==> config.mk <==
export PLATFORM = sky130hd
export DESIGN_NAME = syn_fifo_fwft
export DESIGN_NICKNAME = d
export VERILOG_FILES = /design/src/rtl/syn_fifo_fwft.sv
export SDC_FILE = /design/constraint.sdc
export NUM_CORES = 1
export LEC_CHECK = 0
export ABC_CLOCK_PERIOD_IN_PS = 3610
export CAP_MARGIN = 20
export CORE_UTILIZATION = 28
export CTS_CLUSTER_DIAMETER = 100
export DETAILED_ROUTE_END_ITERATION = 10
export GPL_TIMING_DRIVEN = 0
export PLACE_DENSITY = 0.55
export SLEW_MARGIN = 20
export SYNTH_ARGS = -nofsm -noshare
export SYNTH_HDL_FRONTEND = slang
export SYNTH_SLANG_ARGS = --single-unit
==> constraint.sdc <==
create_clock -name sys_clk -period 3.61 [get_ports sys_clk]
set_clock_uncertainty 0.1 [all_clocks]
set_input_delay 0.722 -clock sys_clk [delete_from_list [all_inputs] [get_ports sys_clk]]
set_output_delay 0.722 -clock sys_clk [all_outputs]
set_load 0.02 [all_outputs]
==> src/rtl/syn_fifo_fwft.sv <==
// syn_fifo_fwft: single-clock FIFO with selectable standard / first-word-fall-through
// read mode, occupancy count, almost-full/almost-empty thresholds, sticky
// overflow/underflow flags and a synchronous flush.
module syn_fifo_fwft #(
    parameter int FIFO_ENTRIES = 16,
    parameter int DATA_WIDTH   = 8,
    parameter int FWFT         = 0,
    parameter int AF_LEVEL     = FIFO_ENTRIES - 2,
    parameter int AE_LEVEL     = 2
) (
    input  logic                              sys_clk,
    input  logic                              sys_rst,
    input  logic                              flush,
    input  logic                              wr_en,
    input  logic [DATA_WIDTH-1:0]             data_in,
    input  logic                              rd_en,
    output logic [DATA_WIDTH-1:0]             data_out,
    output logic                              valid,
    output logic                              full,
    output logic                              empty,
    output logic                              almost_full,
    output logic                              almost_empty,
    output logic [$clog2(FIFO_ENTRIES):0]     count,
    output logic [$clog2(FIFO_ENTRIES)-1:0]   w_index,
    output logic [$clog2(FIFO_ENTRIES)-1:0]   r_index,
    output logic                              overflow,
    output logic                              underflow
);

    localparam int AW = $clog2(FIFO_ENTRIES);
    localparam int CW = AW + 1;

    // Threshold helpers: flags are always derived from the post-update count.
    function automatic logic af_of(input logic [CW-1:0] c);
        return (int'(c) >= AF_LEVEL);
    endfunction

    function automatic logic ae_of(input logic [CW-1:0] c);
        return (int'(c) <= AE_LEVEL);
    endfunction

    logic [DATA_WIDTH-1:0] mem_array_r [FIFO_ENTRIES];
    logic [AW-1:0]         w_idx_r;
    logic [AW-1:0]         r_idx_r;
    logic [CW-1:0]         cnt_r;
    logic [CW-1:0]         cnt_nxt_s;
    logic                  full_r;
    logic                  empty_r;
    logic                  af_r;
    logic                  ae_r;
    logic                  ovf_r;
    logic                  unf_r;
    logic                  wr_acc_s;
    logic                  rd_acc_s;

    // A read never comes from an empty FIFO; a write into a full FIFO is
    // only taken when a read frees a slot on the same edge.
    assign rd_acc_s = rd_en & ~empty_r;
    assign wr_acc_s = wr_en & (~full_r | rd_acc_s);

    // Next occupancy: simultaneous accepted write and read cancel out.
    always_comb begin
        cnt_nxt_s = cnt_r;
        case ({wr_acc_s, rd_acc_s})
            2'b10:   cnt_nxt_s = cnt_r + CW'(1);
            2'b01:   cnt_nxt_s = cnt_r - CW'(1);
            default: cnt_nxt_s = cnt_r;
        endcase
    end

    // Storage write port; contents are deliberately not reset.
    always_ff @(posedge sys_clk) begin
        if (wr_acc_s && !flush) begin
            mem_array_r[w_idx_r] <= data_in;
        end
    end

    // Pointers, count, registered status flags and sticky error flags.
    always_ff @(posedge sys_clk or posedge sys_rst) begin
        if (sys_rst) begin
            w_idx_r <= {AW{1'b0}};
            r_idx_r <= {AW{1'b0}};
            cnt_r   <= {CW{1'b0}};
            full_r  <= 1'b0;
            empty_r <= 1'b1;
            af_r    <= af_of({CW{1'b0}});
            ae_r    <= ae_of({CW{1'b0}});
            ovf_r   <= 1'b0;
            unf_r   <= 1'b0;
        end else if (flush) begin
            w_idx_r <= {AW{1'b0}};
            r_idx_r <= {AW{1'b0}};
            cnt_r   <= {CW{1'b0}};
            full_r  <= 1'b0;
            empty_r <= 1'b1;
            af_r    <= af_of({CW{1'b0}});
            ae_r    <= ae_of({CW{1'b0}});
            ovf_r   <= 1'b0;
            unf_r   <= 1'b0;
        end else begin
            if (wr_acc_s) begin
                w_idx_r <= w_idx_r + AW'(1);
            end
            if (rd_acc_s) begin
                r_idx_r <= r_idx_r + AW'(1);
            end
            cnt_r   <= cnt_nxt_s;
            full_r  <= (cnt_nxt_s == CW'(FIFO_ENTRIES));
            empty_r <= (cnt_nxt_s == {CW{1'b0}});
            af_r    <= af_of(cnt_nxt_s);
            ae_r    <= ae_of(cnt_nxt_s);
            if (wr_en && !wr_acc_s) begin
                ovf_r <= 1'b1;
            end
            if (rd_en && empty_r) begin
                unf_r <= 1'b1;
            end
        end
    end

    generate
        if (FWFT != 0) begin : g_fwft
            // Head word is presented as soon as it exists; zero while empty.
            assign data_out = empty_r ? {DATA_WIDTH{1'b0}} : mem_array_r[r_idx_r];
            assign valid    = ~empty_r;
        end else begin : g_std
            logic [DATA_WIDTH-1:0] dout_r;
            logic                  valid_r;

            // Registered read port: one-cycle latency, data holds between reads.
            always_ff @(posedge sys_clk or posedge sys_rst) begin
                if (sys_rst) begin
                    dout_r  <= {DATA_WIDTH{1'b0}};
                    valid_r <= 1'b0;
                end else if (flush) begin
                    dout_r  <= {DATA_WIDTH{1'b0}};
                    valid_r <= 1'b0;
                end else if (rd_acc_s) begin
                    dout_r  <= mem_array_r[r_idx_r];
                    valid_r <= 1'b1;
                end else begin
                    valid_r <= 1'b0;
                end
            end

            assign data_out = dout_r;
            assign valid    = valid_r;
        end
    endgenerate

    assign count        = cnt_r;
    assign w_index      = w_idx_r;
    assign r_index      = r_idx_r;
    assign full         = full_r;
    assign empty        = empty_r;
    assign almost_full  = af_r;
    assign almost_empty = ae_r;
    assign overflow     = ovf_r;
    assign underflow    = unf_r;

endmodule

==> results by stage <==
Critical path:
- The peak fanout along the critical path is 8.
- STA classifies the critical path endpoint as a register.
- Data arrives at the worst endpoint at 3.59 ns.
- The worst setup path is launched from an input pin.
- Data on the critical path is required at its endpoint by 3.82 ns.
- The path type of the worst setup path is input pin to register.

Placement:
- After legalization and detailed placement, the total HPWL measured 8780 um.
- After detailed placement, the design holds a cell count of 680.
- The worst slack at placement is -0.243 ns.
- The routability congestion estimate is 0.815.
- The post-place instance area is 7130 um^2.
- The count of buffers inserted at the top-level ports is 40.

Detailed routing:
- Once detail routing completed, the nets flagged for antenna violations numbered 0.
- For this block, the initial DRC count from the detailed router was 174.
- The wire length after detailed routing is 13300 um.
- The remaining routing DRC violations is 7.
- The number of vias per cell is 4.71.
- The pre-antenna-repair detailed-routing pass consisted of 7 iterations.
- After detailed routing, the average wire length per cell comes to 18.7 um.
- The routed layout has 3346 vias.

Run status:
- The flow ran to the end, but the final reports show violations.
- The final reports fail on DRC.

Logic synthesis:
- After synthesis, the cell types taking the most area are sky130_fd_sc_hd__edfxtp_1, sky130_fd_sc_hd__dfrtp_1, sky130_fd_sc_hd__mux4_1, sky130_fd_sc_hd__mux4_2, sky130_fd_sc_hd__nor2_1.
- After synthesis the netlist holds a flip-flop and latch count of 156.
- The share of the synthesized area in the top cell type is 0.604.
- Yosys printed 0 warnings.
- Counting flops with a built-in enable in the synthesized netlist gives 128.
- The sequential area share after synthesis is 0.715.
- The post-synth design cell area is 6360 um^2.
- The average cell area after synthesis is 17.7 um^2.
- The synthesized instance count is 360.
- The cell type with the largest total area after synthesis is sky130_fd_sc_hd__edfxtp_1.
- In the synthesized netlist the async set-or-reset flop fraction comes to 0.179.
- The post-synthesis cell type count is 37.
- The flip-flop cell with the highest count after synthesis is sky130_fd_sc_hd__edfxtp_1.
- Counting every net in the synthesized netlist gives 381.

Die:
- The height of the die is 153 um.
- The number of rows created at floorplan is 54.
- The starting density of the core is 0.289.
- During I/O placement, the number of pins put on the boundary was 41.
- The region available for standard cell placement spans 22000 um^2.
- The die area is 23300 um^2.
- The die extent in x is 153 um.

STA:
- Setup repair after global routing left no endpoint under its margin.
- For the pin with the worst max-slew slack, the measured transition is 0.824 ns.
- The number of endpoints with negative hold slack in the final report is 0.
- Static timing analysis puts the maximum clock frequency at 296 MHz.
- After routing, the total negative slack on setup checks comes to 0 ns.
- On the final layout, the worst hold slack is 0.397 ns.
- The minimum clock period is 3.38 ns.
- Setup slack closes at 0.228 ns.
- The final-report setup violation count is 0.
- In this run the tightest slew margin relative to its limit is 0.449.
- The max-slew violation count is 0.
- The share of the clock period used by the worst path is 0.937.

Min path:
- The min-delay analysis places its worst path in the category register to register.

CTS:
- Buffers inserted to repair hold after CTS numbered 0.
- Counting every sink on the clock net gives 156.
- In this run the deepest clock path goes through 2 buffers.
- The number of H-tree levels is 4.
- The CTS root buffer is sky130_fd_sc_hd__clkbuf_16.
- The insertion delay to the later sink of the worst-skew pair is 0.42 ns.
- The clock-pin slew on the worst setup and hold paths is 0.06 ns.
- Counting the buffers created by CTS gives 17.
- The CTS tree is done.

GRT:
- The number of global-route vias before repair is 3364.
- The global routing's busiest layer is met2.
- The global-route total usage across every layer is 0.119.
- The met2 demand-to-capacity share in global routing is 0.178.
- For met3 alone, demand over resource in global routing was 0.0310.
- Entering global routing, the biggest net connects 29 pins.
- The wire length of the first global-routing pass is 20300 um.
- The overall overflow remaining after global route is 0.
- The global-route track usage on met1 is 0.167.
- The initial antenna violation count is 0.

Pwr:
- The power per cell area is 563 nW/um^2.
- Across the VDD grid, the largest voltage drop is 0.233 mV.
- The static leakage power is 2.62 nW.

Finish:
- The library cell used most frequently in the layout, excluding fill and tap cells, is sky130_fd_sc_hd__edfxtp_1.
- The layout overhead on the synthesized area is 21.1%.
- The finished cells cover 7700 um^2.
- The number of antenna diodes is 0.
- Once layout is complete, the cells apart from fillers number 711.
- The fraction of layout instances using a drive strength above 1 is 0.165.
- Leaving out fill and tap cells, the most frequent cells in the layout are sky130_fd_sc_hd__edfxtp_1, sky130_fd_sc_hd__nor2_1, sky130_fd_sc_hd__clkdlybuf4s50_1.
- The number of nets in the layout is 440.

Run:
- The total of max-cap violations is 0.
==> metal layers <==
metal | part of all wire | routed length (um)
met2 | 0.46 | 6170
met3 | 0.048 | 633
met5 | 0 | 0
met1 | 0.48 | 6360
met4 | 0.012 | 163
==> state kept, by name, indices dropped and copies added, names as in the netlist <==
name and flops:
mem_array_r 128, data_out 8, count 5, r_index 4, w_index 4, almost_empty 1
almost_full 1, empty 1, full 1, overflow 1, underflow 1, valid 1
==> synthesized netlist by cell type (5+ instances only) <==
cell type / number
sky130_fd_sc_hd__a21oi_1: 23
sky130_fd_sc_hd__a22oi_1: 17
sky130_fd_sc_hd__buf_2: 5
sky130_fd_sc_hd__buf_4: 6
sky130_fd_sc_hd__dfrtp_1: 26
sky130_fd_sc_hd__edfxtp_1: 128
sky130_fd_sc_hd__ha_1: 8
sky130_fd_sc_hd__inv_1: 5
sky130_fd_sc_hd__mux4_1: 16
sky130_fd_sc_hd__mux4_2: 16
sky130_fd_sc_hd__nand2_1: 14
sky130_fd_sc_hd__nand2b_1: 5
sky130_fd_sc_hd__nor2_1: 40
sky130_fd_sc_hd__nor3_1: 6
sky130_fd_sc_hd__xnor2_1: 5
sky130_fd_sc_hd__xor2_1: 6
==> kinds of logic after synthesis <==
group           count (synthesis)  share of synthesized area
flops                         156                      0.715
simple gates                   76                     0.0529
compound gates                 49                     0.0494
mux                            33                      0.124
buf+inv                        27                     0.0277
xor+xnor                       11                     0.0151
fa+ha+maj                       8                     0.0157
==> where the power goes <==
| part | total (mW) | internal, mW | switching (mW) |
|---|---|---|---|
| combinational | 0.607 | 0.284 | 0.323 |
| sequential | 2.04 | 2.00 | 0.0339 |
| clock | 1.69 | 1.01 | 0.684 |
==> what timing repair did <==
item	in CTS	in global routing
setup buffers	0	0
setup endpoints to repair	0	2
resized for setup	0	2
==> final cells by class <==
cell class              count  area [um^2]
fillers                  2092        14300
clock inverters            12          123
flip-flops and latches    156         4550
inverters                   5         18.8
well taps                 280          350
multi-input cells         177         1670
clock buffers              19          433
plain buffers              22          158
repair buffers             40          400
==> worst max-delay path, stage by stage <==
cell                              delay, ns
sky130_fd_sc_hd__clkdlybuf4s50_1       0.48
sky130_fd_sc_hd__nand2b_1              0.15
sky130_fd_sc_hd__a21boi_4              0.24
sky130_fd_sc_hd__inv_1                 0.13
sky130_fd_sc_hd__ha_1                  0.20
sky130_fd_sc_hd__clkbuf_1              0.18
sky130_fd_sc_hd__xor2_1                0.21
sky130_fd_sc_hd__ha_1                  0.23
sky130_fd_sc_hd__a21oi_1               0.18
sky130_fd_sc_hd__mux2i_1               0.25
sky130_fd_sc_hd__xnor2_1               0.15
sky130_fd_sc_hd__nor2_1                0.16
sky130_fd_sc_hd__nor4bb_1              0.31
==> stage by stage <==
| step | utilization | power, mW |
|---|---|---|
| 2_1_floorplan | - | 2.47 |
| 3_3_place_gp | 0.323 | 2.67 |
| 3_5_place_dp | 0.324 | 2.68 |
| 4_1_cts | 0.349 | 4.37 |
| 5_1_grt | 0.350 | 4.49 |
| 6_report | 0.350 | 4.34 |
==> final timing paths <==
check	startpoint	to	slack [ns]	cells past startpoint
max	rd_en	full	0.23	13
max reg2reg	empty	full	0.53	11
max in group asynchronous	sys_rst	count[0]	2.43	2
min reg2reg	overflow	overflow	0.40	2
min	overflow	overflow	0.40	2
min in group asynchronous	sys_rst	data_out[7]	0.59	2
No activity file was read; power rests on OpenSTA's default activity.
